<file path="config.mk">
export PLATFORM = sky130hd
export DESIGN_NAME = multicycle_control
export DESIGN_NICKNAME = d
export VERILOG_FILES = /design/src/rtl/lc_pkg.sv /design/src/rtl/op_decode.sv /design/src/rtl/multicycle_control.sv
export SDC_FILE = /design/constraint.sdc
export NUM_CORES = 1
export LEC_CHECK = 0
export CAP_MARGIN = 20
export CORE_ASPECT_RATIO = 0.5
export CORE_MARGIN = 8
export CORE_UTILIZATION = 49
export DETAILED_ROUTE_END_ITERATION = 6
export PLACE_DENSITY = 0.84
export SLEW_MARGIN = 15
export SYNTH_ARGS = -nofsm -noshare
export SYNTH_HDL_FRONTEND = slang
export SYNTH_SLANG_ARGS = --single-unit
</file>
<file path="constraint.sdc">
create_clock -name clk -period 3.55 [get_ports clk]
set_input_delay 1.065 -clock clk [delete_from_list [all_inputs] [get_ports clk]]
set_output_delay 1.065 -clock clk [all_outputs]
set_load 0.01 [all_outputs]
</file>
<file path="src/rtl/lc_pkg.sv">
`default_nettype none
// ============================================================================
// Package     : lc_pkg
// Description : Shared definitions for the little-computer control path.
//               It holds the opcode constants, the sequencer state encoding,
//               the instruction classes and the opcode classifier.
// Revision    : 1.0 - initial release
// ============================================================================
package lc_pkg;

    // 4-bit opcode patterns. These are matched against the top four bits of
    // the opcode field.
    localparam logic [3:0] OP_STORE = 4'b1000;
    localparam logic [3:0] OP_BEQ   = 4'b1001;
    localparam logic [3:0] OP_JUMP  = 4'b1010;
    localparam logic [3:0] OP_LOAD  = 4'b1011;
    localparam logic [3:0] OP_HALT  = 4'b1111;

    // Sequencer states. The encoding is explicit so that it stays stable.
    typedef enum logic [2:0] {
        FETCH  = 3'd0,
        DECODE = 3'd1,
        EXEC   = 3'd2,
        MEM    = 3'd3,
        WB     = 3'd4,
        HALT   = 3'd5
    } ctrl_state_t;

    typedef enum logic [2:0] {
        CLS_ALU   = 3'd0,
        CLS_STORE = 3'd1,
        CLS_LOAD  = 3'd2,
        CLS_BEQ   = 3'd3,
        CLS_JUMP  = 3'd4,
        CLS_HALT  = 3'd5,
        CLS_NOP   = 3'd6
    } instr_class_t;

    // Opcodes 00xx and 01xx are ALU operations. Any 1xxx opcode without a
    // dedicated meaning is treated as a NOP.
    function automatic instr_class_t classify(input logic [3:0] op4);
        instr_class_t cls;
        cls = CLS_NOP;
        if (!op4[3]) begin
            cls = CLS_ALU;
        end else begin
            case (op4)
                OP_STORE: cls = CLS_STORE;
                OP_BEQ:   cls = CLS_BEQ;
                OP_JUMP:  cls = CLS_JUMP;
                OP_LOAD:  cls = CLS_LOAD;
                OP_HALT:  cls = CLS_HALT;
                default:  cls = CLS_NOP;
            endcase
        end
        return cls;
    endfunction

endpackage
`default_nettype wire

</file>
<file path="src/rtl/op_decode.sv">
`default_nettype none
// ============================================================================
// Module      : op_decode
// Description : Combinational opcode decoder. It maps an opcode to its
//               instruction class, the immediate-operand select and the ALU
//               operation field.
// Ports       : op       - opcode field (OP_WIDTH bits)
//               op_class - decoded instruction class
//               itype    - I-type ALU instruction (01xx)
//               alu_op   - ALU operation field
// Revision    : 1.0 - initial release
// ============================================================================
module op_decode
    import lc_pkg::*;
#(
    parameter int OP_WIDTH     = 4,
    parameter int ALU_OP_WIDTH = 2
) (
    input  logic [OP_WIDTH-1:0]     op,
    output instr_class_t            op_class,
    output logic                    itype,
    output logic [ALU_OP_WIDTH-1:0] alu_op
);

    assign op_class = classify(op[OP_WIDTH-1 -: 4]);
    assign itype    = ~op[OP_WIDTH-1] & op[OP_WIDTH-2];
    assign alu_op   = op[OP_WIDTH-3 -: ALU_OP_WIDTH];

endmodule
`default_nettype wire

</file>
<file path="src/rtl/multicycle_control.sv">
`default_nettype none
// ============================================================================
// Module      : multicycle_control
// Description : Multi-cycle control sequencer. The state sequence is
//               FETCH / DECODE / EXEC / MEM / WB / HALT. It drives the
//               datapath enables and a req/ack memory handshake, and it
//               keeps a retired-instruction counter.
// Ports       : clk, rst_n        - clock and asynchronous active-low reset
//               instr             - instruction register contents
//               alu_zero          - ALU zero flag, used by BEQ in EXEC
//               mem_ack           - memory has completed the current request
//               resume            - pulse that leaves HALT
//               mem_req/mem_we/mem_is_fetch - memory request signals
//               ir_en, pc_en, pc_src        - IR and PC update controls
//               reg_write_en, wb_from_mem   - register writeback controls
//               itype, alu_op               - ALU controls, meaningful in EXEC
//               halted, instret             - status outputs
// Revision    : 1.0 - initial release
// ============================================================================
module multicycle_control
    import lc_pkg::*;
#(
    parameter int INSTR_WIDTH  = 16,
    parameter int OP_WIDTH     = 4,
    parameter int ALU_OP_WIDTH = 2,
    parameter int CNT_WIDTH    = 32
) (
    input  logic                    clk,
    input  logic                    rst_n,
    input  logic [INSTR_WIDTH-1:0]  instr,
    input  logic                    alu_zero,
    input  logic                    mem_ack,
    input  logic                    resume,
    output logic                    mem_req,
    output logic                    mem_we,
    output logic                    mem_is_fetch,
    output logic                    ir_en,
    output logic                    pc_en,
    output logic                    pc_src,
    output logic                    reg_write_en,
    output logic                    wb_from_mem,
    output logic                    itype,
    output logic [ALU_OP_WIDTH-1:0] alu_op,
    output logic                    halted,
    output logic [CNT_WIDTH-1:0]    instret
);

    ctrl_state_t             r_state;
    ctrl_state_t             w_next_state;
    logic [CNT_WIDTH-1:0]    r_instret;

    instr_class_t            w_class;
    logic                    w_itype;
    logic [ALU_OP_WIDTH-1:0] w_alu_op;
    logic                    w_retire;

    logic w_mem_req, w_mem_we, w_mem_is_fetch, w_ir_en, w_pc_en, w_pc_src;
    logic w_reg_write_en, w_wb_from_mem, w_halted;

    // Operand bits are not used by the control path.
    logic w_unused_operand;
    assign w_unused_operand = ^instr[INSTR_WIDTH-OP_WIDTH-1:0];

    op_decode #(
        .OP_WIDTH     (OP_WIDTH),
        .ALU_OP_WIDTH (ALU_OP_WIDTH)
    ) u_op_decode (
        .op       (instr[INSTR_WIDTH-1 -: OP_WIDTH]),
        .op_class (w_class),
        .itype    (w_itype),
        .alu_op   (w_alu_op)
    );

    always_comb begin
        w_next_state   = r_state;
        w_retire       = 1'b0;
        w_mem_req      = 1'b0;
        w_mem_we       = 1'b0;
        w_mem_is_fetch = 1'b0;
        w_ir_en        = 1'b0;
        w_pc_en        = 1'b0;
        w_pc_src       = 1'b0;
        w_reg_write_en = 1'b0;
        w_wb_from_mem  = 1'b0;
        w_halted       = 1'b0;

        case (r_state)
            FETCH: begin
                w_mem_req      = 1'b1;
                w_mem_is_fetch = 1'b1;
                if (mem_ack) begin
                    // IR load and PC+1 share the acknowledging cycle.
                    w_ir_en      = 1'b1;
                    w_pc_en      = 1'b1;
                    w_next_state = DECODE;
                end
            end
            DECODE: begin
                if (w_class == CLS_HALT) begin
                    // HALT retires as soon as it is recognised.
                    w_retire     = 1'b1;
                    w_next_state = HALT;
                end else begin
                    w_next_state = EXEC;
                end
            end
            EXEC: begin
                case (w_class)
                    CLS_ALU:   w_next_state = WB;
                    CLS_STORE,
                    CLS_LOAD:  w_next_state = MEM;
                    CLS_BEQ: begin
                        w_pc_en      = alu_zero;
                        w_pc_src     = 1'b1;
                        w_retire     = 1'b1;
                        w_next_state = FETCH;
                    end
                    CLS_JUMP: begin
                        w_pc_en      = 1'b1;
                        w_pc_src     = 1'b1;
                        w_retire     = 1'b1;
                        w_next_state = FETCH;
                    end
                    default: begin
                        w_retire     = 1'b1;
                        w_next_state = FETCH;
                    end
                endcase
            end
            MEM: begin
                w_mem_req = 1'b1;
                w_mem_we  = (w_class == CLS_STORE);
                if (mem_ack) begin
                    if (w_class == CLS_STORE) begin
                        w_retire     = 1'b1;
                        w_next_state = FETCH;
                    end else begin
                        w_next_state = WB;
                    end
                end
            end
            WB: begin
                w_reg_write_en = 1'b1;
                w_wb_from_mem  = (w_class == CLS_LOAD);
                w_retire       = 1'b1;
                w_next_state   = FETCH;
            end
            HALT: begin
                w_halted = 1'b1;
                if (resume) begin
                    w_next_state = FETCH;
                end
            end
            default: w_next_state = FETCH;
        endcase
    end

    always_ff @(posedge clk or negedge rst_n) begin
        if (!rst_n) begin
            r_state   <= FETCH;
            r_instret <= '0;
        end else begin
            r_state <= w_next_state;
            if (w_retire) begin
                r_instret <= r_instret + CNT_WIDTH'(1);
            end
        end
    end

    // All outputs are gated by rst_n. This forces them to zero while reset is
    // active, so a request that is in flight drops asynchronously.
    assign mem_req      = rst_n & w_mem_req;
    assign mem_we       = rst_n & w_mem_we;
    assign mem_is_fetch = rst_n & w_mem_is_fetch;
    assign ir_en        = rst_n & w_ir_en;
    assign pc_en        = rst_n & w_pc_en;
    assign pc_src       = rst_n & w_pc_src;
    assign reg_write_en = rst_n & w_reg_write_en;
    assign wb_from_mem  = rst_n & w_wb_from_mem;
    assign halted       = rst_n & w_halted;
    assign itype        = rst_n & w_itype;
    assign alu_op       = {ALU_OP_WIDTH{rst_n}} & w_alu_op;
    assign instret      = r_instret;

endmodule
`default_nettype wire

</file>
Word-level counts from Yosys, hierarchy flattened
Index checks and enable logic that the tools add are counted.
{ "totals": {"elab_cells": 67, "regBits": 35} }
{ "op_classes": {"eq_ne": 18, "reduce_logical": 7, "muxes": 26, "addsub": 1, "n_bitwise": 13} }
{ "ops": {"columns": ["operator", "n"], "rows": [
  ["$add A32 B1 Y32 const B", 1],
  ["$pmux W3 S5", 2],
  ["$eq A4 B4 Y1 const B", 5],
  ["$mux W3", 6],
  ["$mux W1", 14],
  ["$eq A3 B2 Y1 const B", 4],
  ["$eq A3 B3 Y1 const B", 4],
  ["$and A1 B1 Y1", 11],
  ["$eq A3 B1 Y1 const B", 2],
  ["$logic_not A3 Y1", 2],
  ["$ne A2 B2 Y1 const B", 3],
  ["$pmux W3 S2", 1],
  ["$reduce_or A2 Y1", 3],
  ["$pmux W1 S2", 2],
  ["$pmux W1 S4", 1],
  ["$reduce_and A3 Y1", 1],
  ["$reduce_or A3 Y1", 1],
  ["$and A2 B2 Y2", 1],
  ["$not A1 Y1", 1]
]} }

Logic depth before layout (Yosys ltp)
{ "depth": {"depth_word": 8, "depth_mapped": 8, "mapped_depth_nobuf": 5} }

Cells and area by module
From an unflattened synthesis, not the netlist that was laid out.
{ "hier_totals": {"hier_cells": 207, "area_unflattened_um2": 2021.9} }
{ "modules_own_cells": {"columns": ["mod", "area_each_um2", "instances", "cells_each"], "rows": [
  ["multicycle_control", 1960.6, 1, 197],
  ["op_decode", 61.3, 1, 10]
]} }

Worst setup path after synthesis
No wires, ideal clock.
{ "synth_timing": {"path_kind": "input to output", "startpoint": "input port instr[15]", "endpoint": "output port pc_en", "path_slack_ns": 0.466, "path_stages": 5, "arrival_ns": 2.019, "path_buffers": 0, "cell_sequence": "inv_1 nor2_1 nand4b_1 nor3_1 a21o_1"} }
{ "synth_via": {"elab_chain_cells": 7, "word_cells_on_any_way": 12, "cone_classes": "7 x eq/ne; 4 x mux; 1 x bitwise"} }
{ "synth_lines": {"columns": ["item", "line_no", "source"], "rows": [
  ["start: declaration", "multicycle_control.sv:30", "input logic [INSTR_WIDTH-1:0] instr,"],
  ["$eq A4 B4 Y1", "lc_pkg.sv:47", "case (op4)"],
  ["$pmux W3 S5", "lc_pkg.sv:47", null],
  ["$mux W3 *", "lc_pkg.sv:44", "if (!op4[3]) begin"],
  ["$eq A3 B3 Y1 or $eq A3 B2 Y1 (tied branches)", "multicycle_control.sv:108", "case (w_class)"],
  ["$pmux W1 S2 *", "multicycle_control.sv:108", null],
  ["$pmux W1 S2 *", "multicycle_control.sv:87", "case (r_state)"],
  ["$and A1 B1 Y1 *", "multicycle_control.sv:176", "assign pc_en = rst_n & w_pc_en;"],
  ["end: declaration", "multicycle_control.sv:38", "output logic pc_en,"]
]} }
Every way passes the cells marked *; elsewhere a longest branch is shown, timed or not.

Worst setup path after layout
{ "layout_timing": {"startpoint": "input port instr[15]", "endpoint": "output port pc_src"} }
{ "layout_via": {"elab_chain_cells": 8, "word_cells_on_any_way": 13, "cone_classes": "7 x eq/ne; 4 x mux; 1 x bitwise; 1 x reduce/logical"} }
{ "layout_lines": {"columns": ["item", "line_no", "source"], "rows": [
  ["$eq A4 B4 Y1", "lc_pkg.sv:47", null],
  ["$pmux W3 S5", "lc_pkg.sv:47", null],
  ["$mux W3 *", "lc_pkg.sv:44", null],
  ["$eq A3 B3 Y1 or $eq A3 B2 Y1 (tied branches)", "multicycle_control.sv:108", null],
  ["$reduce_or A2 Y1 (no source line) *", null, null],
  ["$mux W1 *", "multicycle_control.sv:108", null],
  ["$mux W1 *", "multicycle_control.sv:87", null],
  ["$and A1 B1 Y1 *", "multicycle_control.sv:177", "assign pc_src = rst_n & w_pc_src;"],
  ["end: declaration", "multicycle_control.sv:39", "output logic pc_src,"]
]} }
Marks and branches as above.

==> reports/qor.yml <==
core_area_sq_mm: 0.00390
clk_latency_ns: 0.28
synth_largest_type_area_fraction_pct: 44.1
die_w_um: 106
worstPathMaxFanout: 2
post-route-min-period_ns: 3.46
dp_hpwl_mm: 3.51
cpPeakStageDelay_ns: 0.48
tritoncts: "yes"
power_density_over_the_cells_mw_per_mm2: 514
hold_class: "reg -> reg"
grt_start_max_net_pins: 36
place.gp.congestion: 0.863
layout.cell_area.non_filler_sq_mm: 0.00269
synth-seq-cells: 35
synth.most_common_cell: "sky130_fd_sc_hd__dfrtp_1"
n_antenna_cell: 0
r2r.worst_path.cells: 6
max_freq_mhz: 289
post_synth_inst_count: 200
synth_top_cells_by_count: "35 x sky130_fd_sc_hd__dfrtp_1, 23 x sky130_fd_sc_hd__xor2_1, 16 x sky130_fd_sc_hd__nand2_1, 16 x sky130_fd_sc_hd__nor4_1, 12 x sky130_fd_sc_hd__inv_1"
worst-endpoint-required_ns: 2.48
design_power_total_mw: 1.38
grt_antenna_before_repair: 0
yosys-mux-area-fraction_pct: 0.566
rsz0062_at_grt: "false"
cts.sink_count: 35
flow.area_growth_from_synthesis_pct: 35.1
dr.pass1.iters: 4
synth_top_family_by_area: "simple AND/OR/NAND/NOR gates"
crit_path_end_kind: "output port"
die_height_um: 61.0
final_nets: 283
htree_levels: 2
number_of_global_route_vias_before_repair: 1747
async_reset_ff_share_pct: 100
detail_route.iter0.violations: 103
syn_area_sq_mm: 0.00199
synth_nets: 222
leakagePower_nw: 1.22
drt_drc_violations_left: 0
slew_violations: 0
holdPathStages: 1
run_status: "complete, no violations"
max_slew.worst_pin.slew_ns: 0.672
n_fill_cell: 308
die_area_sq_mm: 0.00648
wire_length_of_the_first_global_routing_pass_mm: 8.34
synth-compound-area-share_pct: 7.74
type_of_the_worst_setup_path: "in -> out"
core.rowCount: 16
critical_path_arrival_ns: 2.39
worst_clock_skew_ns: 0.00638
floorplan.io_pins: 65
worstSetupStartpointType: "primary input"
share_of_the_clock_period_used_by_the_worst_path_after_layout_pct: 97.5
sequential_fraction_of_the_synthesis_area_pct: 44.1
timing.final.hold_violations: 0
total_area_of_multi_input_combinational_cells_sq_mm: 0.00101
clk_transition_reported_paths_ns: 0.07
cts_buffer_depth: 2
slew-limit-headroom_pct: 55.1
synth_cell_type_count: 40
synth_area_leaders: "sky130_fd_sc_hd__dfrtp_1 44%, sky130_fd_sc_hd__xor2_1 10%, sky130_fd_sc_hd__nor4_1 5.0%, sky130_fd_sc_hd__xnor2_1 4.0%, sky130_fd_sc_hd__nand2_1 3.0%"
route.detailed.wl_per_inst_um: 15.4
port_buffers: 52
critical_path.slowest_cell: "sky130_fd_sc_hd__clkdlybuf4s50_1"
start_util_pct: 50.9
synth-xor-area-share_pct: 14.1
via_per_inst: 5.52
synthesis.yosys.warnings: 0
tritoncts.num_buffers: 5
post_dp_cell_area_sq_mm: 0.00260
final_layout_worst_hold_slack_ns: 0.479
avgSynthCellArea_sq_um: 9.94
vias: 1738
synth_flop_cell: "sky130_fd_sc_hd__dfrtp_1"
synth_top_cell_by_area: "sky130_fd_sc_hd__dfrtp_1"
seqCellArea_sq_um: 876
yosys.area_share.adder_pct: 0.629
vdd.ir_drop.worst_uv: 330
timing.max_cap.violations: 0
grt_overflow: 0
synth_enable_flop_cells: 0
setup_viol: 0
layout-drive-gt1-share_pct: 13.4
wirelength_mm: 4.86
crit_path_cell_trace: "clkdlybuf4s50_1 -> inv_1 -> nor2_1 -> nand4b_1 -> nor3_2 -> dlygate4sd2_1"
synth-simple-area-share_pct: 27.4
postRouteAntennaNets: 0
root_buffer: "sky130_fd_sc_hd__clkbuf_8"
grt_use_total_pct: 15.8
-- logic make-up (layout without fill, tap and decap cells) --
group / Yosys count / after routing
xor gates and xnor gates: 32 / 32
adders and majority gates: 1 / 1
AOI/OAI and AO/OA: 16 / 16
buffers and inverters: 21 / 82
muxes: 1 / 1
DFF: 35 / 35
and+or+nand+nor: 94 / 94
-- critical path, delay by kind of cell --
kind | cells | cell delay, ns
simple gates | 3 | 0.50
buf+inv | 3 | 0.83
-- metrics by stage --
| step | worst slack, ns | setup TNS (ns) | cells | utilization, % |
|---|---|---|---|---|
| 3_5_place_dp | -0.346 | -0.874 | 308 | 66.7 |
| 6_report | 0.0902 | 0 | 315 | 68.8 |
| 3_3_place_gp | -0.306 | -0.774 | 308 | 66.7 |
| 5_1_grt | 0.00705 | 0 | 315 | 68.8 |
| 4_1_cts | 0.0270 | 0 | 315 | 68.9 |
| 2_1_floorplan | 0.466 | 0 | 200 | - |
-- state kept, by name (all words and copies together), names as in the netlist --
signal   count
instret     32
r_state      3
-- cell type report --
type	count	area share (%)
Clock buffer	6	3.07
Sequential cell	35	32.6
Clock inverter	1	0.186
Multi-Input combinational cell	144	37.5
Tap cell	54	2.52
Inverter	12	1.68
Timing Repair Buffer	63	22.4
-- report_power, final --
group	switching (mW)	internal (mW)	total (mW)	leakage (nW)
logic	0.281	0.255	0.536	0.733
clock network	0.133	0.152	0.285	0.0470
registers	0.106	0.455	0.560	0.435
-- final timing paths --
kind / endpoint / start / slack [ns]
max: pc_src / instr[15] / 0.09
max in group asynchronous: instret[23]$_DFFE_PN0P_ / rst_n / 2.39
min reg2reg: instret[31]$_DFFE_PN0P_ / instret[31]$_DFFE_PN0P_ / 0.48
min: instret[31]$_DFFE_PN0P_ / instret[31]$_DFFE_PN0P_ / 0.48
min in group asynchronous: r_state[1]$_DFFE_PN0P_ / rst_n / 0.70
max reg2reg: instret[19]$_DFFE_PN0P_ / r_state[2]$_DFFE_PN0P_ / 1.45
-- cells in the final DEF, fill, tap and decap left out, drive strengths merged, types with 3 or more instances in the layout --
master | netlist | layout
clkbuf | 5 | 7
nor2 | 10 | 10
dlygate4sd2 | 0 | 3
inv | 12 | 12
nand4 | 7 | 7
nand3 | 11 | 11
and2 | 4 | 4
dfrtp | 35 | 35
nor3 | 12 | 12
xnor2 | 9 | 9
clkdlybuf4s50 | 0 | 47
xor2 | 23 | 23
nor4 | 19 | 19
buf | 4 | 12
nand2 | 16 | 16
nor2b | 4 | 4
-- metal layers --
| layer | vias to the layer above | part of all wire, % | GRT usage, % |
|---|---|---|---|
| li1 | 826 | - | - |
| met1 | 852 | 43 | 18.6 |
| met2 | 55 | 49 | 27.6 |
| met3 | 5 | 6.8 | 4.80 |
| met4 | 0 | 0.84 | 5.15 |
| met5 | - | 0 | 0 |
-- timing repair --
action / 4_1_cts / 5_1_grt
buffers inserted: 0 / 0
hold buffers: 0 / 0
resized for setup: 5 / 2
pin swaps: 1 / 1
setup endpoints to repair: 4 / 1
Note: power is estimated with default switching activity, not from simulation.
